$ cat config.mk
export PLATFORM = sky130hd
export DESIGN_NAME = freq_meas_scheduler
export DESIGN_NICKNAME = d
export VERILOG_FILES = /design/src/rtl/freq_meas_scheduler.sv
export SDC_FILE = /design/constraint.sdc
export NUM_CORES = 1
export LEC_CHECK = 0
export CAP_MARGIN = 20
export CELL_PAD_IN_SITES_DETAIL_PLACEMENT = 2
export CELL_PAD_IN_SITES_GLOBAL_PLACEMENT = 2
export CORE_ASPECT_RATIO = 0.75
export CORE_MARGIN = 4
export CORE_UTILIZATION = 42
export DETAILED_ROUTE_END_ITERATION = 6
export PLACE_DENSITY = 0.76
export SLEW_MARGIN = 0
export SYNTH_ARGS = -nofsm -noshare
export SYNTH_HDL_FRONTEND = slang
export SYNTH_SLANG_ARGS = --single-unit
$ cat constraint.sdc
create_clock -name csi_MCLK_clk -period 7.3 [get_ports csi_MCLK_clk]
set_input_delay 1.095 -clock csi_MCLK_clk [delete_from_list [all_inputs] [get_ports csi_MCLK_clk]]
set_output_delay 1.095 -clock csi_MCLK_clk [all_outputs]
set_load 0.02 [all_outputs]
$ cat src/rtl/freq_meas_scheduler.sv
// Multi-channel reciprocal frequency counter: one shared event/reference counter pair is
// scanned round-robin over the enabled inputs, with an 8-bit Avalon-MM register slave.
module freq_meas_scheduler #(
    parameter int unsigned NCH            = 4,
    parameter int unsigned GATE_PRESCALE  = 1000,
    parameter int unsigned TIMEOUT_CYCLES = 16777216
) (
    input  logic           csi_MCLK_clk,
    input  logic           rsi_MRST_reset_n,
    input  logic [3:0]     avs_ctrl_address,
    input  logic [7:0]     avs_ctrl_writedata,
    input  logic           avs_ctrl_write,
    input  logic           avs_ctrl_read,
    output logic [7:0]     avs_ctrl_readdata,
    input  logic [NCH-1:0] freq_in,
    output logic           busy,
    output logic           irq
);
    localparam int unsigned      CW       = 32;
    localparam int unsigned      MAXCH    = 4;
    localparam logic [MAXCH-1:0] CH_MASK  = MAXCH'((1 << NCH) - 1);
    localparam logic [CW-1:0]    CNT_MAX  = '1;
    localparam logic [CW-1:0]    TO_LAST  = CW'(TIMEOUT_CYCLES - 1);
    localparam logic [CW-1:0]    PRESCALE = CW'(GATE_PRESCALE);

    localparam logic [2:0] S_IDLE   = 3'd0;
    localparam logic [2:0] S_SELECT = 3'd1;
    localparam logic [2:0] S_ARM    = 3'd2;
    localparam logic [2:0] S_GATE   = 3'd3;
    localparam logic [2:0] S_CLOSE  = 3'd4;
    localparam logic [2:0] S_STORE  = 3'd5;

    logic [2:0]       state_q, state_d;
    logic             run_q, run_d, start_q, start_d, irq_en_q, irq_en_d;
    logic [3:0]       mask_q, mask_d, pend_q, pend_d;
    logic [15:0]      gate_q, gate_d;
    logic [3:0]       valid_q, valid_d, tmo_q, tmo_d;
    logic [1:0]       chsel_q, chsel_d, ch_q, ch_d, last_q, last_d;
    logic [63:0]      shadow_q, shadow_d;
    logic [CW-1:0]    res_ev_q [MAXCH];
    logic [CW-1:0]    res_ev_d [MAXCH];
    logic [CW-1:0]    res_ref_q [MAXCH];
    logic [CW-1:0]    res_ref_d [MAXCH];
    logic [CW-1:0]    ev_q, ev_d, ref_q, ref_d, timer_q, timer_d, wait_q, wait_d;
    logic             to_flag_q, to_flag_d, prev_q, prev_d;
    logic [NCH-1:0]   sync1_q, sync1_d, sync2_q, sync2_d;
    logic [7:0]       rdata_q, rdata_d;
    logic             busy_q, busy_d, irq_q, irq_d;

    logic [MAXCH-1:0] sync_pad, sel_set;
    logic             edge_det, have_next;
    logic [1:0]       next_ch;
    logic [CW-1:0]    gate_len;

    function automatic logic [CW-1:0] sat_inc(input logic [CW-1:0] v);
        return (v == CNT_MAX) ? v : v + CW'(1);
    endfunction

    // Synchroniser, edge detect on the selected channel and round-robin pick.
    always_comb begin
        sync1_d  = freq_in;
        sync2_d  = sync1_q;
        sync_pad = MAXCH'(sync2_q);
        edge_det = sync_pad[ch_q] & ~prev_q;
        gate_len = ((gate_q == 16'd0) ? CW'(1) : CW'(gate_q)) * PRESCALE;
        sel_set  = (run_q ? mask_q : pend_q) & CH_MASK;
        next_ch  = last_q;
        have_next = 1'b0;
        for (int i = 1; i <= 4; i++) begin
            if (!have_next && sel_set[2'(int'(last_q) + i)]) begin
                next_ch   = 2'(int'(last_q) + i);
                have_next = 1'b1;
            end
        end
    end

    always_comb begin
        state_d   = state_q;
        run_d     = run_q;
        start_d   = 1'b0;
        irq_en_d  = irq_en_q;
        mask_d    = mask_q;
        pend_d    = pend_q;
        gate_d    = gate_q;
        valid_d   = valid_q;
        tmo_d     = tmo_q;
        chsel_d   = chsel_q;
        ch_d      = ch_q;
        last_d    = last_q;
        shadow_d  = shadow_q;
        res_ev_d  = res_ev_q;
        res_ref_d = res_ref_q;
        ev_d      = ev_q;
        ref_d     = ref_q;
        timer_d   = timer_q;
        wait_d    = wait_q;
        to_flag_d = to_flag_q;
        prev_d    = sync_pad[ch_q];
        rdata_d   = 8'h00;

        if (avs_ctrl_write) begin
            case (avs_ctrl_address)
                4'd0: begin
                    run_d    = avs_ctrl_writedata[0];
                    start_d  = avs_ctrl_writedata[1];
                    irq_en_d = avs_ctrl_writedata[2];
                    mask_d   = avs_ctrl_writedata[7:4];
                end
                4'd1: gate_d[7:0]  = avs_ctrl_writedata;
                4'd2: gate_d[15:8] = avs_ctrl_writedata;
                4'd3: begin
                    valid_d = valid_q & ~avs_ctrl_writedata[3:0];
                    tmo_d   = tmo_q & ~avs_ctrl_writedata[7:4];
                end
                4'd4: chsel_d = avs_ctrl_writedata[1:0];
                default: ;
            endcase
        end

        // Address 8 latches the whole result so later byte reads stay coherent.
        if (avs_ctrl_read) begin
            case (avs_ctrl_address)
                4'd0:  rdata_d = {mask_q, 1'b0, irq_en_q, 1'b0, run_q};
                4'd1:  rdata_d = gate_q[7:0];
                4'd2:  rdata_d = gate_q[15:8];
                4'd3:  rdata_d = {tmo_q, valid_q};
                4'd4:  rdata_d = {6'b0, chsel_q};
                4'd8: begin
                    shadow_d = {res_ref_q[chsel_q], res_ev_q[chsel_q]};
                    rdata_d  = res_ev_q[chsel_q][7:0];
                end
                4'd9:  rdata_d = shadow_q[15:8];
                4'd10: rdata_d = shadow_q[23:16];
                4'd11: rdata_d = shadow_q[31:24];
                4'd12: rdata_d = shadow_q[39:32];
                4'd13: rdata_d = shadow_q[47:40];
                4'd14: rdata_d = shadow_q[55:48];
                4'd15: rdata_d = shadow_q[63:56];
                default: rdata_d = 8'h00;
            endcase
        end

        case (state_q)
            S_IDLE: begin
                if ((start_q || run_q) && ((mask_q & CH_MASK) != 4'd0)) begin
                    pend_d  = run_q ? 4'd0 : (mask_q & CH_MASK);
                    state_d = S_SELECT;
                end
            end
            S_SELECT: begin
                if (have_next) begin
                    ch_d            = next_ch;
                    last_d          = next_ch;
                    pend_d[next_ch] = 1'b0;
                    ev_d            = '0;
                    ref_d           = '0;
                    timer_d         = '0;
                    wait_d          = '0;
                    to_flag_d       = 1'b0;
                    prev_d          = sync_pad[next_ch];
                    state_d         = S_ARM;
                end else begin
                    state_d = S_IDLE;
                end
            end
            S_ARM: begin
                if (edge_det) begin
                    ev_d    = '0;
                    ref_d   = '0;
                    timer_d = gate_len;
                    state_d = S_GATE;
                end else if (wait_q == TO_LAST) begin
                    to_flag_d = 1'b1;
                    state_d   = S_STORE;
                end else begin
                    wait_d = wait_q + CW'(1);
                end
            end
            S_GATE: begin
                ref_d   = sat_inc(ref_q);
                ev_d    = edge_det ? sat_inc(ev_q) : ev_q;
                timer_d = timer_q - CW'(1);
                if (timer_d == '0) begin
                    wait_d  = '0;
                    state_d = edge_det ? S_STORE : S_CLOSE;
                end
            end
            S_CLOSE: begin
                ref_d = sat_inc(ref_q);
                ev_d  = edge_det ? sat_inc(ev_q) : ev_q;
                if (edge_det) begin
                    state_d = S_STORE;
                end else if (wait_q == TO_LAST) begin
                    to_flag_d = 1'b1;
                    state_d   = S_STORE;
                end else begin
                    wait_d = wait_q + CW'(1);
                end
            end
            S_STORE: begin
                // Flag sets land after the W1C above so a simultaneous clear loses.
                res_ev_d[ch_q]  = to_flag_q ? '0 : ev_q;
                res_ref_d[ch_q] = to_flag_q ? '0 : ref_q;
                valid_d[ch_q]   = 1'b1;
                if (to_flag_q) tmo_d[ch_q] = 1'b1;
                if ((run_q && ((mask_q & CH_MASK) != 4'd0)) || (pend_q != 4'd0))
                    state_d = S_SELECT;
                else
                    state_d = S_IDLE;
            end
            default: state_d = S_IDLE;
        endcase

        busy_d = (state_d != S_IDLE);
        irq_d  = |(valid_d & {4{irq_en_d}});
    end

    always_ff @(posedge csi_MCLK_clk or negedge rsi_MRST_reset_n) begin
        if (!rsi_MRST_reset_n) begin
            state_q   <= S_IDLE;
            run_q     <= 1'b0;
            start_q   <= 1'b0;
            irq_en_q  <= 1'b0;
            mask_q    <= '0;
            pend_q    <= '0;
            gate_q    <= '0;
            valid_q   <= '0;
            tmo_q     <= '0;
            chsel_q   <= '0;
            ch_q      <= '0;
            last_q    <= 2'(MAXCH - 1);
            shadow_q  <= '0;
            for (int i = 0; i < 4; i++) begin
                res_ev_q[i]  <= '0;
                res_ref_q[i] <= '0;
            end
            ev_q      <= '0;
            ref_q     <= '0;
            timer_q   <= '0;
            wait_q    <= '0;
            to_flag_q <= 1'b0;
            prev_q    <= 1'b0;
            sync1_q   <= '0;
            sync2_q   <= '0;
            rdata_q   <= '0;
            busy_q    <= 1'b0;
            irq_q     <= 1'b0;
        end else begin
            state_q   <= state_d;
            run_q     <= run_d;
            start_q   <= start_d;
            irq_en_q  <= irq_en_d;
            mask_q    <= mask_d;
            pend_q    <= pend_d;
            gate_q    <= gate_d;
            valid_q   <= valid_d;
            tmo_q     <= tmo_d;
            chsel_q   <= chsel_d;
            ch_q      <= ch_d;
            last_q    <= last_d;
            shadow_q  <= shadow_d;
            res_ev_q  <= res_ev_d;
            res_ref_q <= res_ref_d;
            ev_q      <= ev_d;
            ref_q     <= ref_d;
            timer_q   <= timer_d;
            wait_q    <= wait_d;
            to_flag_q <= to_flag_d;
            prev_q    <= prev_d;
            sync1_q   <= sync1_d;
            sync2_q   <= sync2_d;
            rdata_q   <= rdata_d;
            busy_q    <= busy_d;
            irq_q     <= irq_d;
        end
    end

    assign avs_ctrl_readdata = rdata_q;
    assign busy              = busy_q;
    assign irq               = irq_q;
endmodule

==> impl_results.md <==
- Status: completed
- Total global-route track usage: 26.14%
- Pin count of the biggest net entering global routing: 150
- Finished Cell Area: between 0.02 and 0.03 mm2
- Register area share after synthesis: a little under half
- Die span in y: ~230 um
- Grt total ovfl: 0
- Share of flip-flops with an asynchronous set or reset: 100.0%
- Slew Limit Fails: 0
- Mean post-synth cell area: between 9 and 10 um2
- Worst vdd ir: roughly 360 uV
- Critical path required time: just under 8 ns
- GP Congestion: 0.8427
- Hold Path Class: reg -> reg
- Period utilization: 88.68%
- Top FF cell, synth: dfrtp_1
- Cell accounting for the most synthesized area: dfrtp_1
- CP max stage delay: ~0.57 ns
- Clock Sink Count: just over 500
- Critical path fanouts, max: 14
- Hold Violations, Final: 0
- Row count: 79
- TritonCTS clock tree: done
- Core area: ~0.062 mm2
- Antenna violations before repair: 4
- Worst Tran Pin Value: 1.156 ns
- Starting DRT DRC Count: between 1,000 and 1,500
- DR vias: ~21,000
- Slew headroom: around 22%
- Post-CTS setup buffers: 0
- Power per standard cell area: just over 400 mW/mm2
- Width of the die: slightly below 300 um
- Startpoint Class: flop
- Post-synth top area share: approximately 48%
- Final TNS setup: 0 ns
- Layout cells sized above 1: ~12%
- Final core occ: around 47%
- Worst Skew: around 0.027 ns
- RSZ-0062 raised after global routing: false
- Htree depth: 2
- Fin nets: approximately 2,800
- Worst-path clk slew: approximately 0.060 ns
- Die area: ~0.067 mm2
- Resized cells post-CTS: 0
- Clock latency on the worst-skew pair: roughly 0.63 ns
- YS warnings: 0
- Antenna viol nets, final: 0
- Post-route minimum period: 6.474 ns
- #FFs+latches synth: just over 500
- Post-synth EDFFs: 0
- Worst Path Class, Setup: reg -> reg
- Post-route DRC: 0
- Synth-to-Final Area Change: 11.46%
- Synth Cell Area: 0.02638 mm2
- Commonest cells post-synth: nand2_1, dfrtp_1, o21ai_0, nor2_1, inv_1
- DPL Wire Length: about 60 mm
- Max frequency: approximately 150 MHz
- Io pins: 30
- Drt wl/cell: 24.94 um
- Clock tree root driver cell: clkbuf_16
- Vias in the first global route: between 20,000 and 25,000
- Cell count after synthesis: 2,656
- Slowest CP cell: or3_1
- WP data arrival: 6.94 ns
- Most common cell in the synthesized netlist: nand2_1
- First-pass GRT wire length: 138.3 mm
- Top post-synthesis cells by area: dfrtp_1, nand2_1, o21ai_0
- Finish-stage setup viols: 0
- Max-Cap Viols: 0
- Syn Nets: approximately 2,800
- Port bufs: 29
- Drt pass-1 iters: 5
- Post-synth cell types: slightly below 80
- CP Capture Type: flop
- Vias per cell: 5.962
- Clock tree buffer depth: 3
- P_leak: 12.88 nW
- Num CTS Buffers: 55
- Cts hold-fix bufs: 0
- Crit path buffers/inverters: 4
- Total wire length: about 87 mm
- Initial Util: between 40 and 50%
- CP Cell Sequence: inv_1 -> ha_1 -> and4_1 -> nand4_1 -> or3_1 -> nand2_1 -> inv_1 -> fa_1 -> inv_1 -> fa_1 -> fa_1 -> fa_1 -> inv_1 -> ha_1 -> or4_1 -> a21oi_1 -> o41a_1 -> nor2_1 -> o41ai_1 -> xor2_1 -> o211ai_1
- Placed Area: around 0.027 mm2
- Delay-heaviest family, CP: adder cells
-- stage by stage --
stage | cells | hold WS (ns) | power (mW) | setup WS [ns]
5_1_grt | 3486 | 0.3600 | 12.89 | 0.4896
4_1_cts | 3486 | 0.3579 | 12.07 | 0.8241
6_report | 3487 | 0.3526 | 11.97 | 0.8263
3_3_place_gp | 3382 | 0.3451 | 8.571 | 1.215
2_1_floorplan | 2656 | 0.3312 | 7.173 | 1.801
3_5_place_dp | 3382 | 0.3370 | 8.905 | 0.8149
-- final timing paths --
| check | to | start | slack (ns) | depth (start not counted) |
|---|---|---|---|---|
| worst min register to register | sync2_q[2] | sync1_q[2] | 0.35 | 0 |
| max in group asynchronous | ev_q[14] | rsi_MRST_reset_n | 5.51 | 2 |
| worst max-delay path | timer_q[21] | gate_q[12] | 0.83 | 21 |
| min in group asynchronous | timer_q[28] | rsi_MRST_reset_n | 0.47 | 1 |
| worst max register to register | timer_q[21] | gate_q[12] | 0.83 | 21 |
| worst min-delay path | sync2_q[2] | sync1_q[2] | 0.35 | 0 |
-- routing by layer --
| layer | up-vias | share of wire, % | track usage (%) |
|---|---|---|---|
| li1 | 9238 | - | - |
| met5 | - | 0.0080 | 0 |
| met3 | 119 | 4.4 | 3.399 |
| met2 | 392 | 48 | 43.68 |
| met4 | 2 | 2.3 | 6.438 |
| met1 | 11040 | 46 | 36.55 |
-- state kept, by name, summed over array words and instances (netlist names), 8 cells and up --
register	cells
res_ev_q	128
res_ref_q	128
shadow_q	56
ev_q	32
ref_q	32
timer_q	32
wait_q	32
gate_q	16
avs_ctrl_readdata	8
-- kinds of logic after synthesis --
logic type	count (synthesis)	synth area share (%)
AND/OR/NAND/NOR	953	16.36
AO/OA/AOI/OAI	575	12.61
flip-flops	504	47.82
buffers and inverters	276	3.979
multiplexers	166	10.07
adder cells (fa/ha/maj)	116	6.981
XOR/XNOR	66	2.191
-- placed cells by master (no fill, tap or decap), types with 14 or more instances in the layout --
cell type / count
dfrtp_1: 500
inv_1: 132
a21oi_1: 61
o21ai_0: 365
mux4_2: 71
and3_1: 17
xnor2_1: 31
clkdlybuf4s50_1: 26
o31ai_1: 14
buf_4: 27
nor3_1: 40
ha_1: 64
mux2_2: 85
nand3_1: 62
fa_1: 52
nor4_1: 29
clkbuf_16: 56
nand4_1: 38
xor2_1: 35
nand2_1: 509
or3_1: 24
nor2_1: 143
a31oi_1: 15
-- power breakdown --
| part | switching (mW) | internal (mW) | leakage (nW) |
|---|---|---|---|
| Sequential | 0.276 | 2.95 | 6.92 |
| Combinational | 3.56 | 2.13 | 5.00 |
| Clock | 1.27 | 1.79 | 0.961 |
-- worst reg2reg max path, delay by kind of cell, from the launching register on --
kind / cells / cell delay, ns
adder cells (fa/ha/maj): 6 / 2.46
AND/OR/NAND/NOR: 6 / 1.77
AO/OA/AOI/OAI: 4 / 1.11
flip-flops: 1 / 0.43
buffers and inverters: 4 / 0.35
XOR/XNOR: 1 / 0.19
-- layout make-up --
cell class | count | area, um2
Sequential cell | 504 | 12620
Inverter | 133 | 499.2
Clock buffer | 72 | 1551
Clock inverter | 32 | 429.2
Fill cell | 6484 | 32670
Multi-Input combinational cell | 1876 | 12740
Antenna cell | 1 | 2.502
Timing Repair Buffer | 59 | 548.0
Tap cell | 810 | 1013
Power figures use the tool's default switching activity.
